**src/rtl/sik_thread_sched.sv**
```systemverilog
// Two-thread round-robin issue scheduler: owns both thread PCs and picks the issuing thread each cycle.
// Latency: selection sampled at posedge, fetch address/issue info registered and visible after that edge.
// Backpressure: stall freezes selection/outputs; redirects and halts still apply and squash the held issue.
//
// Ports: clk/reset (async active-high); stall; redir_valid/redir_tid/redir_pc and halt_req/halt_tid from
// execute; imem_addr/issue_valid/issue_tid issue slot; thread_halted, halted, issue_count status.
module sik_thread_sched #(
    parameter logic [15:0] PC0_INIT = 16'h0000,
    parameter logic [15:0] PC1_INIT = 16'h8000
) (
    input  logic        clk,
    input  logic        reset,
    input  logic        stall,
    input  logic        redir_valid,
    input  logic        redir_tid,
    input  logic [15:0] redir_pc,
    input  logic        halt_req,
    input  logic        halt_tid,
    output logic [15:0] imem_addr,
    output logic        issue_valid,
    output logic        issue_tid,
    output logic [1:0]  thread_halted,
    output logic        halted,
    output logic [15:0] issue_count
);

    logic [15:0] pc0, pc1;
    logic        last_tid;

    logic [1:0]  halt_hit;
    logic [1:0]  redir_hit;
    logic [1:0]  redir_apply;
    logic [1:0]  elig;
    logic        pref;
    logic        do_issue;
    logic        sel_tid;
    logic        squash;

    always_comb begin
        halt_hit  = 2'b00;
        redir_hit = 2'b00;
        if (halt_req)    halt_hit[halt_tid]   = 1'b1;
        if (redir_valid) redir_hit[redir_tid] = 1'b1;

        // A thread being halted or redirected this edge cannot issue from its stale PC.
        elig = ~thread_halted & ~halt_hit & ~redir_hit;

        // Halt beats redirect on the same thread, and a halted thread ignores redirects.
        redir_apply = redir_hit & ~thread_halted & ~halt_hit;

        pref     = ~last_tid;
        do_issue = 1'b0;
        sel_tid  = pref;
        if (!stall) begin
            if (elig[pref]) begin
                do_issue = 1'b1;
                sel_tid  = pref;
            end else if (elig[~pref]) begin
                do_issue = 1'b1;
                sel_tid  = ~pref;
            end
        end

        // The held issue slot is killed if its owner is redirected or halted while stalled.
        squash = issue_valid && (halt_hit[issue_tid] || redir_hit[issue_tid]);
    end

    always_ff @(posedge clk or posedge reset) begin
        if (reset) begin
            pc0           <= PC0_INIT;
            pc1           <= PC1_INIT;
            last_tid      <= 1'b1;
            imem_addr     <= 16'h0000;
            issue_valid   <= 1'b0;
            issue_tid     <= 1'b0;
            thread_halted <= 2'b00;
            halted        <= 1'b0;
            issue_count   <= 16'h0000;
        end else begin
            if (do_issue) begin
                imem_addr   <= sel_tid ? pc1 : pc0;
                issue_tid   <= sel_tid;
                issue_valid <= 1'b1;
                last_tid    <= sel_tid;
                issue_count <= issue_count + 16'd1;
            end else if (!stall || squash) begin
                issue_valid <= 1'b0;
            end

            if (redir_apply[0])
                pc0 <= redir_pc;
            else if (do_issue && !sel_tid)
                pc0 <= pc0 + 16'd1;

            if (redir_apply[1])
                pc1 <= redir_pc;
            else if (do_issue && sel_tid)
                pc1 <= pc1 + 16'd1;

            thread_halted <= thread_halted | halt_hit;
            // Registered from the current flags, so it trails the last halt by one edge.
            halted        <= &thread_halted;
        end
    end

endmodule

```
**config.mk**
```make
export PLATFORM = sky130hd
export DESIGN_NAME = sik_thread_sched
export DESIGN_NICKNAME = d
export VERILOG_FILES = /design/src/rtl/sik_thread_sched.sv
export SDC_FILE = /design/constraint.sdc
export NUM_CORES = 1
export LEC_CHECK = 0
export ABC_AREA = 1
export BUFFER_PORTS_ARGS = -buffer_cell sky130_fd_sc_hd__buf_2
export CORE_MARGIN = 4
export CORE_UTILIZATION = 58
export CTS_CLUSTER_DIAMETER = 120
export DETAILED_ROUTE_END_ITERATION = 12
export GPL_ROUTABILITY_DRIVEN = 0
export GPL_TIMING_DRIVEN = 0
export PLACE_DENSITY = 0.81
export SETUP_SLACK_MARGIN = 0.5
export SLEW_MARGIN = 20
export SYNTH_ARGS = -nofsm -noshare
export SYNTH_HDL_FRONTEND = slang
export SYNTH_SLANG_ARGS = --single-unit
```
**constraint.sdc**
```tcl
create_clock -name clk -period 2.4 [get_ports clk]
set_input_delay 0.24 -clock clk [delete_from_list [all_inputs] [get_ports clk]]
set_output_delay 0.24 -clock clk [all_outputs]
set_load 0.02 [all_outputs]
```
# Word-level counts from Yosys, hierarchy flattened
# Cells that the tools add are included.
dict set report word_totals {
  in_bits 23
  wordCells 68
  out_inout_bits 37
  ff_bits 70
}
dict set report classes {
  bitwise 9
  reduce_logical 13
  addsub 3
  muxes 27
  magnitude_cmp 7
}
# op n
set ops {}
lappend ops {{$mux 16} 5}
lappend ops {{$add 16x1->16 const B} 3}
lappend ops {{$mux 1} 18}
lappend ops {{$lt 1x2->1 const B} 5}
lappend ops {{$and 2x2->2} 4}
lappend ops {{$not 2->2} 3}
lappend ops {{$reduce_bool 2->1} 3}
lappend ops {{$logic_and 1x1->1} 5}
lappend ops {{$mux 2} 2}
lappend ops {{$demux 1 s1} 2}
lappend ops {{$ge 1x1->1 const B} 2}
lappend ops {{$logic_not 1->1} 2}
lappend ops {{$logic_or 1x1->1} 2}
lappend ops {{$or 2x2->2} 1}
lappend ops {{$reduce_and 2->1} 1}
lappend ops {{$not 1->1} 1}

# Longest topological paths before layout
dict set report logic_depth {
  depth_word 17
  mapped_depth 10
  mapped_depth_nobuf 9
}

# Worst setup path after synthesis
# Ideal clock, no wire load.
dict set report synth_path {
  path_type {flip-flop to flip-flop}
  from {register issue_count[0]}
  to {register issue_count[14]}
  path_buffers 0
  stages_incl_launch_ff 9
  slack_ps 918
  t_arrival_ps 1356
  path_cell_list {dfrtp_1 -> ha_1 -> inv_1 -> nor3_1 -> nand3_1 -> nand2_1 -> nand2_1 -> nand2_1 -> o21ai_0}
}
dict set report synth_between {
  elab_chain_len 1
}
# element line_no
set synth_lines {}
lappend synth_lines {{from (decl)} 24} ;# output logic [15:0] issue_count
lappend synth_lines {{from (signal assigned)} 85} ;# issue_count <= issue_count + 16'd1;
lappend synth_lines {{$add 16x1->16} 85}
# No other way between the ends.
# A chain may end at the register's enable or synchronous reset.

# Worst setup path in the final report
dict set report layout_path {
  from {register thread_halted[1]}
  to {register imem_addr[4]}
}
dict set report layout_between {
  elab_chain_len 9
  elab_cells_between_ends 14
  cone_classes {mux: 11; bitwise: 3}
}
# element line_no
set layout_lines {}
lappend layout_lines {{from (decl)} 22} ;# output logic [1:0] thread_halted,
lappend layout_lines {{from (signal assigned)} 100} ;# thread_halted <= thread_halted | halt_hit;
lappend layout_lines {{$not 2->2 *} 46} ;# elig = ~thread_halted & ~halt_hit & ~redir_hit;
lappend layout_lines {{$and 2x2->2 * (2 in series)} 46}
lappend layout_lines {{$mux 1 (implied by the code) (2 in series)} 58} ;# end else if (elig[~pref]) begin
lappend layout_lines {{$mux 1} 58}
lappend layout_lines {{$mux 1} 55} ;# if (elig[pref]) begin
lappend layout_lines {{$mux 1} 54} ;# if (!stall) begin
lappend layout_lines {{$mux 16} 81} ;# imem_addr <= sel_tid ? pc1 : pc0;
lappend layout_lines {{to (signal assigned)} 81}
lappend layout_lines {{to (decl)} 19} ;# output logic [15:0] imem_addr,
# Every way passes the cells marked *; elsewhere a longest branch is shown, timed or not. The select of a mux whose other input is x is not followed.

==> impl_metrics.py <==
metrics = {
    "yosys": {
        "synth_cell_types": 29,
        "ys_seq_area_frac": 0.415,
        "syn-num-nets": 618,
        "yosys_warnings": 0,
        "syn-cell-area_mm2": 0.00423,
        "synthCells": 592,
        "synth_seq_cells": 70,
        "syn_area_per_cell_um2": 7.15,
    },
    "job": {
        "maxCapViolations": 0,
    },
    "clocking": {
        "path_clk_slew_ps": 80,
        "cts_resized": 0,
        "h-tree-depth": 3,
        "post_cts_buffers": 0,
        "clkLatencyLatePin_ps": 360,
        "cts.sinks": 70,
        "cts_root_buf": "clkbuf_8",
        "cts_buffers": 9,
        "tritoncts": "done",
        "cts_buffer_depth": 2,
    },
    "power_and_ir_drop": {
        "powerDensity_mw_per_mm2": 458,
        "ir_drop_uv": 230,
        "report.power.total_mw": 2.25,
        "power_leakage_nw": 2.59,
    },
    "setup_path": {
        "worst-endpoint-arrival_ps": 1900,
        "reg2reg_from": "thread_halted[1]",
        "crit_required_ps": 2640,
        "cp_slowest_cell": "dfrtp_1",
        "crit_chain": "inv_1 -> nand3_4 -> o211ai_4 -> inv_2 -> buf_2 -> nand2_1 -> nand3_1",
        "end_kind": "register",
        "r2r_slack_ps": 740,
        "crit_end": "imem_addr[4]",
        "rr_endpoint": "imem_addr[4]",
        "cp-start-kind": "register",
        "max_stage_delay_ps": 400,
        "critical_path.max_fanout": 10,
        "crit_type": "reg2reg",
        "critical_path.startpoint": "thread_halted[1]",
        "ff2ff_path_depth": 7,
    },
    "hold_path": {
        "hp-class": "in2reg",
    },
    "floorplan": {
        "die_h_um": 93.4,
        "initial_core_util": 0.609,
        "design.die.area_mm2": 0.00873,
        "coreArea_mm2": 0.00694,
        "row_count": 30,
        "fp.dieW_um": 93.4,
        "io_pins": 60,
    },
    "sta": {
        "skew_ps": 6.30,
        "max_freq_ghz": 0.603,
        "rsz0062_at_grt": "no",
        "slew_viol_final": 0,
        "tns_ps": 0,
        "finalCritPeriodShare": 0.691,
        "setup_violations": 0,
        "slew_headroom": 0.657,
        "finalHoldViolCount": 0,
        "fin_crit_ps": 1660,
        "worst_pin_slew_ps": 515,
        "final.setup.worst_slack_ps": 741,
    },
    "cells_and_area": {
        "mostFrequentLayoutCells": "nand2_1, nand3_1, dfrtp_1, buf_2, nor2_1",
        "mostFrequentLayoutCell": "nand2_1",
        "final_nets": 691,
        "area_growth_pct": 15.8,
        "diodes": 0,
        "final_area_mm2": 0.00490,
        "finalCoreUtilization": 0.706,
        "final_layout_size_suffix_gt1_frac": 0.184,
    },
    "global_routing": {
        "gr-usage-all-layers": 0.270,
        "antenna_found_initial": 0,
        "grt_pass1_vias": 3990,
        "grt_max_degree": 31,
        "grt_pass1_wl_mm": 18.6,
        "overflow": 0,
    },
    "placement": {
        "io_buffers": 59,
        "placed_cell_area_mm2": 0.00469,
        "pre_cts_ws_ps": 751,
        "hpwl_mm": 8.11,
    },
    "routing": {
        "firstDrtPassIters": 8,
        "drt-initial-drc-count": 398,
        "drt_wl_total_mm": 10.9,
        "antenna_left": 0,
        "wl_per_cell_um": 14.3,
        "vias": 4175,
        "viasPerCell": 5.45,
        "drc": 0,
    },
    "status": {
        "status": "completed",
    },
}
==> metal layers <==
layer,track usage,part of all wire
met4,0.0940,0.022
met1,0.370,0.45
met2,0.422,0.46
met5,0,0
met3,0.0579,0.071
==> critical path, delay by kind of cell, from the launching register on <==
family | cells | cell delay (ps)
flops | 1 | 400
simple gates | 3 | 310
buf+inv | 3 | 430
compound gates | 1 | 390
==> registers in the layout, indices dropped and copies added, names as in the netlist <==
register	count
issue_valid	1
thread_halted	2
issue_tid	1
last_tid	1
pc1	16
pc0	16
halted	1
issue_count	16
imem_addr	16
==> power by group <==
part	total (mW)	switching (mW)	internal [mW]
sequential	1.18	0	1.18
combinational	0.0769	0.0513	0.0256
clock	0.991	0.459	0.532
==> cells by family after synthesis <==
kind of cell             count (synthesis)  share of synthesized area
adder cells (fa/ha/maj)                  3                    0.00887
AND/OR/NAND/NOR                        400                      0.409
flip-flops                              70                      0.415
XOR/XNOR                                24                     0.0497
buffers and inverters                   65                     0.0686
AO/OA/AOI/OAI                           30                     0.0494
==> worst min-delay path by stage <==
stage / slack (ps) / end / start / depth (start not counted)
floorplan: 360 / pc1[15] / redir_pc[15] / 2
global placement: 460 / halted / thread_halted[0] / 2
detailed placement: 280 / issue_valid / reset / 2
CTS: 130 / pc1[12] / redir_pc[12] / 3
global route: 140 / pc1[2] / redir_pc[2] / 3
finish: 130 / pc1[12] / redir_pc[12] / 3
==> stage by stage <==
stage,hold WS (ps),cells
global placement,463,747
floorplan,363,592
global route,135,766
CTS,130,766
finish,128,766
detailed placement,276,749
==> synth_stat cells <==
master,instances,area [um2]
nand2_1,243,912
nand3_1,78,390
dfrtp_1,68,1700
nor2_1,46,173
inv_1,44,165
o21ai_0,20,100
xor2_1,14,123
xnor2_1,10,87.6
nand4_1,8,50.1
buf_2,7,35.0
nor3_1,7,35.0
buf_4,6,45.0
nand2_2,6,37.5
o21ai_2,6,52.6
inv_2,4,15.0
ha_1,3,37.5
nand2_4,3,33.8
nor2_4,3,33.8
buf_6,2,22.5
dfstp_2,2,52.6
nand3_4,2,35.0
nor2_2,2,12.5
o211ai_4,2,42.5
a21o_1,1,7.51
a31oi_1,1,6.26
clkbuf_1,1,3.75
clkinv_1,1,3.75
nand3_2,1,10.0
nand3b_1,1,7.51
==> cell type report <==
class | instances | area (um2)
Multi-Input combinational cell | 457 | 2190
Fill cell | 610 | 2040
Sequential cell | 70 | 1750
Timing Repair Buffer | 62 | 345
Inverter | 49 | 188
Clock buffer | 12 | 155
Tap cell | 96 | 120
Buffer | 16 | 106
Clock inverter | 4 | 45.0
==> repair_timing <==
action,CTS,global route
hold buffers,1,0
endpoints found under the setup margin,0,0
endpoints found under the hold margin,14,0
(Power assumes the default switching activity.)
